==> src/rtl/pulse_recover.sv <==
// Measures level pulses on a single-bit line and recovers one-cycle event strobes.
// Flags pulses shorter than MIN_WIDTH as glitches and longer than MAX_WIDTH as overflow.
module pulse_recover #(
  parameter int MIN_WIDTH = 2,
  parameter int MAX_WIDTH = 255,
  parameter int CNTR_W    = $clog2(MAX_WIDTH + 1)
) (
  input  logic              clk,
  input  logic              rst,
  input  logic              in,
  output logic              start,
  output logic              done,
  output logic [CNTR_W-1:0] width_out,
  output logic              glitch,
  output logic              ovf
);

  if (MIN_WIDTH < 1 || MIN_WIDTH > MAX_WIDTH) begin : g_param_err
    $error("pulse_recover: MIN_WIDTH must satisfy 1 <= MIN_WIDTH <= MAX_WIDTH");
  end

  localparam logic [CNTR_W-1:0] ONE_C = CNTR_W'(1);
  localparam logic [CNTR_W-1:0] MIN_C = CNTR_W'(MIN_WIDTH);
  localparam logic [CNTR_W-1:0] MAX_C = CNTR_W'(MAX_WIDTH);

  typedef enum logic [1:0] {
    ST_IDLE,
    ST_MEASURE,
    ST_OVF
  } state_t;

  state_t            state_q, state_d;
  logic [CNTR_W-1:0] cntr_q, cntr_d;
  logic [CNTR_W-1:0] width_q, width_d;
  logic              start_q, start_d;
  logic              done_q, done_d;
  logic              glitch_q, glitch_d;
  logic              ovf_q, ovf_d;

  // NOTE: every signal gets a default first so no path through the case leaves it unassigned (no latch).
  always_comb begin
    state_d  = state_q;
    cntr_d   = cntr_q;
    width_d  = width_q;
    start_d  = 1'b0;
    done_d   = 1'b0;
    glitch_d = 1'b0;
    ovf_d    = 1'b0;

    case (state_q)
      ST_IDLE: begin
        if (in) begin
          state_d = ST_MEASURE;
          cntr_d  = ONE_C;
          if (MIN_WIDTH == 1) start_d = 1'b1;
        end
      end

      ST_MEASURE: begin
        if (in) begin
          if (cntr_q == MAX_C) begin
            // Counter saturates; this pulse will never report done.
            state_d = ST_OVF;
            ovf_d   = 1'b1;
          end else begin
            cntr_d = cntr_q + ONE_C;
            if (cntr_q + ONE_C == MIN_C) start_d = 1'b1;
          end
        end else begin
          if (cntr_q >= MIN_C) begin
            done_d  = 1'b1;
            width_d = cntr_q;
          end else begin
            glitch_d = 1'b1;
          end
          state_d = ST_IDLE;
          cntr_d  = '0;
        end
      end

      ST_OVF: begin
        if (!in) begin
          state_d = ST_IDLE;
          cntr_d  = '0;
        end
      end

      default: begin
        state_d = ST_IDLE;
        cntr_d  = '0;
      end
    endcase
  end

  // NOTE: sequential state uses non-blocking assignments so all flops update from pre-edge values.
  always_ff @(posedge clk or posedge rst) begin
    if (rst) begin
      state_q  <= ST_IDLE;
      cntr_q   <= '0;
      width_q  <= '0;
      start_q  <= 1'b0;
      done_q   <= 1'b0;
      glitch_q <= 1'b0;
      ovf_q    <= 1'b0;
    end else begin
      state_q  <= state_d;
      cntr_q   <= cntr_d;
      width_q  <= width_d;
      start_q  <= start_d;
      done_q   <= done_d;
      glitch_q <= glitch_d;
      ovf_q    <= ovf_d;
    end
  end

  assign start     = start_q;
  assign done      = done_q;
  assign width_out = width_q;
  assign glitch    = glitch_q;
  assign ovf       = ovf_q;

endmodule

==> config.mk <==
export PLATFORM = sky130hd
export DESIGN_NAME = pulse_recover
export DESIGN_NICKNAME = d
export VERILOG_FILES = /design/src/rtl/pulse_recover.sv
export SDC_FILE = /design/constraint.sdc
export NUM_CORES = 1
export LEC_CHECK = 0
export CORE_MARGIN = 2
export CORE_UTILIZATION = 29
export CTS_CLUSTER_DIAMETER = 200
export CTS_CLUSTER_SIZE = 16
export DETAILED_ROUTE_END_ITERATION = 8
export PLACE_DENSITY = 0.53
export REMOVE_ABC_BUFFERS = 1
export SLEW_MARGIN = 20
export SYNTH_ARGS = -nofsm -noshare
export SYNTH_HDL_FRONTEND = slang
export SYNTH_SLANG_ARGS = --single-unit
export TNS_END_PERCENT = 5
==> constraint.sdc <==
create_clock -name clk -period 1.6 [get_ports clk]
set_input_delay 0.32 -clock clk [delete_from_list [all_inputs] [get_ports clk]]
set_output_delay 0.32 -clock clk [all_outputs]
set_load 0.05 [all_outputs]
# Word-level counts from Yosys, hierarchy flattened

Index checks and enable logic that the tools add are counted.

Bits in registers: 22
Input bits: 3

Multiplexer cells: 23
Reductions and logical operators: 4
Add/subtract/negate cells: 1
Order comparisons: 1
Bitwise logic cells: 1
Eq/ne operators: 8

Operators with widths:

| kind                                                                                 | count |
|---|---|
| 8-bit 2-to-1 mux                                                                     | 4 |
| 8-bit one-hot mux with 3 select lines                                                | 1 |
| 1-bit 2-to-1 mux                                                                     | 13 |
| 3-bit AND reduction                                                                  | 3 |
| 8-bit by 1-bit adder with 8-bit output (second input constant)                       | 1 |
| 8-bit by 2-bit equality test with 1-bit output (second input constant)               | 1 |
| 8-bit equality test (second input constant)                                          | 1 |
| 8-bit by 2-bit greater-or-equal comparator with 1-bit output (second input constant) | 1 |
| 2-bit 2-to-1 mux                                                                     | 4 |
| 3-bit != test (second input constant)                                                | 2 |
| 2-bit one-hot mux with 3 select lines                                                | 1 |
| 2-bit != test (second input constant)                                                | 2 |
| 2-bit by 1-bit equality test with 1-bit output (second input constant)               | 1 |
| 2-bit equality test (second input constant)                                          | 1 |
| 2-bit zero test                                                                      | 1 |
| 1-bit inverter                                                                       | 1 |

# Longest topological paths before layout

Word-level depth: 6
Gate-level depth with buffers: 6
Depth with buffers taken out: 6

# Worst setup path before layout

No wires, ideal clock.

Kind: flip-flop to flip-flop
Start: reg cntr_q[0]
End: reg width_q[1], in the netlist width_out[1]
Buffers on the path: 0
Period minus slack after synthesis: 1.618 ns
Data required time: 1.475 ns
Data arrival time: 1.494 ns
Stages on the path, launching flop included: 7
Setup slack: -0.018 ns
Library setup time: 0.125 ns
Cells stage by stage: dfrtp_1 > inv_1 > ha_1 > nor4_1 > nand3_1 > nand2_4 > mux2_2

Longest elaborated chain between the ends: 2

Ends and longest elaborated chain:

| element                                                      | line | RTL |
|---|---|---|
| start: declaration                                           | 33   | `logic [CNTR_W-1:0] cntr_q, cntr_d;` |
| start signal: assignment                                     | 107  | `cntr_q <= cntr_d;` |
| 8-bit by 2-bit greater-or-equal comparator with 1-bit output | 70   | `if (cntr_q >= MIN_C) begin` |
| 3-bit AND reduction (no source line)                         | n/a  |  |
| end signal: assignment                                       | 108  | `width_q <= width_d;` |
| end: declaration                                             | 34   | `logic [CNTR_W-1:0] width_q, width_d;` |

Every way passes these cells.
A chain may end at the register's enable or synchronous reset.

# Worst setup path in the final report

Start: reg cntr_q[1]
End: reg cntr_q[6]

Longest elaborated chain between the ends: 4
Elaborated cells between the ends (all ways): 7
Those cells by class: add/sub: 1; eq/ne: 2; mux: 3; reduce/logical: 1

Ends and longest elaborated chain:

| element                                | line | RTL |
|---|---|---|
| 8-bit by 1-bit adder with 8-bit output | 66   | `cntr_d = cntr_q + ONE_C;` |
| 8-bit 2-to-1 mux                       | 61   | `if (cntr_q == MAX_C) begin` |
| 8-bit 2-to-1 mux                       | 60   | `if (in) begin` |
| 8-bit one-hot mux with 3 select lines  | 50   | `case (state_q)` |

Parallel ways exist; a longest one is shown, timed or not. The select of a mux whose other input is x is not followed.

==> impl_metrics.ini <==
[critical_path]
slowest_stage = dfrtp_2
reg2reg_from = cntr_q[1]
critPathKind = reg2reg
rr_worst_depth = 7
worstPathRequired_ns = 1.75
path_cells = buf_6 -> ha_4 -> nand4_1 -> buf_4 -> buf_4 -> o31ai_2 -> a21oi_1
rr_endpoint = cntr_q[6]
cpMostUsedCell = buf_4
cp.depth = 7
startpoint_type = register
critPathMaxFanout = 5
cp_slowest_stage_delay_ns = 0.45
arrival_ns = 1.75
worstSetupEndpointType = register
rrSetupSlack_ns = 0.003
cp_num_buf_inv = 3
critPathTopFamily = buffers and inverters

[synthesis]
synthArstFlopShare_pct = 100
synth.area.mux_share_pct = 6.76
seq_area_frac_synth_pct = 49.5
synth-simple-area-share_pct = 18.1
synth_adder_area_share_pct = 3.38
synth_ff_type = dfrtp_1
synth_top_family_by_area = simple AND/OR/NAND/NOR gates
syn_area_um2 = 1110
ys_warn_count = 0
synthCells = 106
ys_types = 38
synth-xor-area-share_pct = 0.788
synth_edf_count = 0
syn_area_per_cell_um2 = 10.5
ys_seq_elements = 22
synth_compound_area_share_pct = 17.5

[routing]
first_iter_violations = 47
ant_nets = 0
drt_wl_total_um = 2610
dr.pass1.iters = 4
drc = 0
route.detailed.wl_per_inst_um = 13.9
vias_per_cell = 5.06
vias = 946

[timing]
slew_violations = 0
slew_headroom_pct = 79.9
fin_skew_ns = 0.00305
worst_slack_ns = 0.00307
fmax_mhz = 626
rsz0062_at_grt = true
hold_viol = 0
setup_viol = 0
worst_pin_slew_ns = 0.301
min_period_ns = 1.60
finalCritPeriodShare_pct = 99.8

[final_layout]
diodes = 0
drive_above_1_share_pct = 44.6
layout_common_cells = buf_4 (29), dfrtp_1 (21), nand2_1 (8)
layout_commonest_cell = buf_4
postLayoutCoreUtil_pct = 42.2
fin_nets = 146
area_delta_synth_final_pct = 39.1
stdcell_count = 187

[floorplan]
core_um2 = 3660
die_x_um = 65.9
start_util_pct = 30.3
rows = 22
die_y_um = 65.9
fp.dieArea_um2 = 4340
io_pins = 15

[global_route]
grt_max_degree = 23
grt_usage_pct = 12.9
grt_pass1_wl_um = 4260
grtUsageMet1_pct = 17.0
antenna_found_initial = 0
grt_pass1_vias = 892
overflow = 0
grt.busiest_layer = met2
grt_util_met3_pct = 3.92
grt_use_met2_pct = 20.2

[placement]
portBuffers = 14
preCtsSetupSlack_ns = -0.184
hpwl_um = 1730
numPlacedInstances = 179
place_congestion = 0.730

[pwr]
leakagePower_nw = 0.725
p_per_area_nw_per_um2 = 966
peakVddDrop_mv = 0.642
p_total_mw = 1.49

[run_status]
status = completed

[run]
maxCapViolCount = 0

[cts]
cts_tree = built
clkLatencyLatePin_ns = 0.27
cts.path.max_buffers = 2
clk_pin_slew_ns = 0.08
cts.sinks = 22
clockRootBuffer = clkbuf_8
cts-buffers-inserted = 3
htreeDepth = 1
ctsHoldBuffers = 0

[min_path]
min_path_type = in2async
## worst max path at each step
| stage | start | to | slack [ns] |
|---|---|---|---|
| after CTS | cntr_q[1] | width_out[1] | -0.01 |
| after global routing | cntr_q[1] | cntr_q[2] | -0.04 |
| after global placement | in | cntr_q[7] | -0.10 |
| after detailed placement | in | cntr_q[7] | -0.18 |
| after floorplan | cntr_q[0] | width_out[1] | -0.02 |
| final | cntr_q[1] | cntr_q[6] | 0.003 |
## area by class of cell
cell class,instances,area (um^2)
tap,48,60.1
inverter,4,15.0
timing repair buffer,32,249
clock inverter,1,30.0
fill,357,2120
multi-input combinational,77,598
sequential,22,552
clock buffer,3,41.3
## worst reg2reg max path, cell delays in order (launching register included)
cell and delay, ns:
dfrtp_2 0.45, buf_6 0.14, ha_4 0.12, nand4_1 0.17, buf_4 0.20, buf_4 0.12
o31ai_2 0.20, a21oi_1 0.09
## cells in the mapped netlist, types with 3 or more instances
master / n / area, um^2
nand2_1: 8 / 30.0
nand3_1: 5 / 25.0
dfrtp_1: 22 / 551
ha_1: 3 / 37.5
o21ai_0: 5 / 25.0
nor2_1: 8 / 30.0
nand4_1: 3 / 18.8
inv_1: 4 / 15.0
a21oi_1: 8 / 40.0
mux2_2: 4 / 45.0
## routing by layer
metal / up-vias / routed length, um / part of all wire [%]
met5: - / 0 / 0
met1: 463 / 1250 / 48
met2: 24 / 1210 / 46
li1: 453 / - / -
met3: 6 / 111 / 4.3
met4: 0 / 40 / 1.5
## cell families (layout without fill, tap and decap cells)
logic type / after synthesis / after routing
AO/OA/AOI/OAI: 29 / 29
XOR/XNOR: 1 / 1
buffers and inverters: 8 / 40
flip-flops: 22 / 22
AND/OR/NAND/NOR: 37 / 38
adder cells (fa/ha/maj): 3 / 3
multiplexers: 6 / 6
## what timing repair did
item | in CTS | in global routing
pin swaps | 6 | 5
cloned | 1 | 0
gates resized for setup | 4 | 15
setup endpoints to repair | 11 | 15
setup buffers | 2 | 1
## flip-flops by register name, summed over array words and instances (netlist names)
signal	count
ovf	1
state_q	2
glitch	1
start	1
cntr_q	8
done	1
width_out	8
## through the flow
stage | hold slack [ns] | instance area, um^2 | TNS, ns
2_1_floorplan | 0.309 | 1080 | -0.0737
3_3_place_gp | 0.486 | 1370 | -0.875
3_5_place_dp | 0.495 | 1370 | -1.20
4_1_cts | 0.404 | 1480 | -0.0376
5_1_grt | 0.418 | 1550 | -0.187
6_report | 0.394 | 1550 | 0
## power by group
group,internal [mW],switching (mW)
Clock,0.334,0.188
Sequential,0.591,0.0266
Combinational,0.144,0.209
No activity file was read; power rests on OpenSTA's default activity.
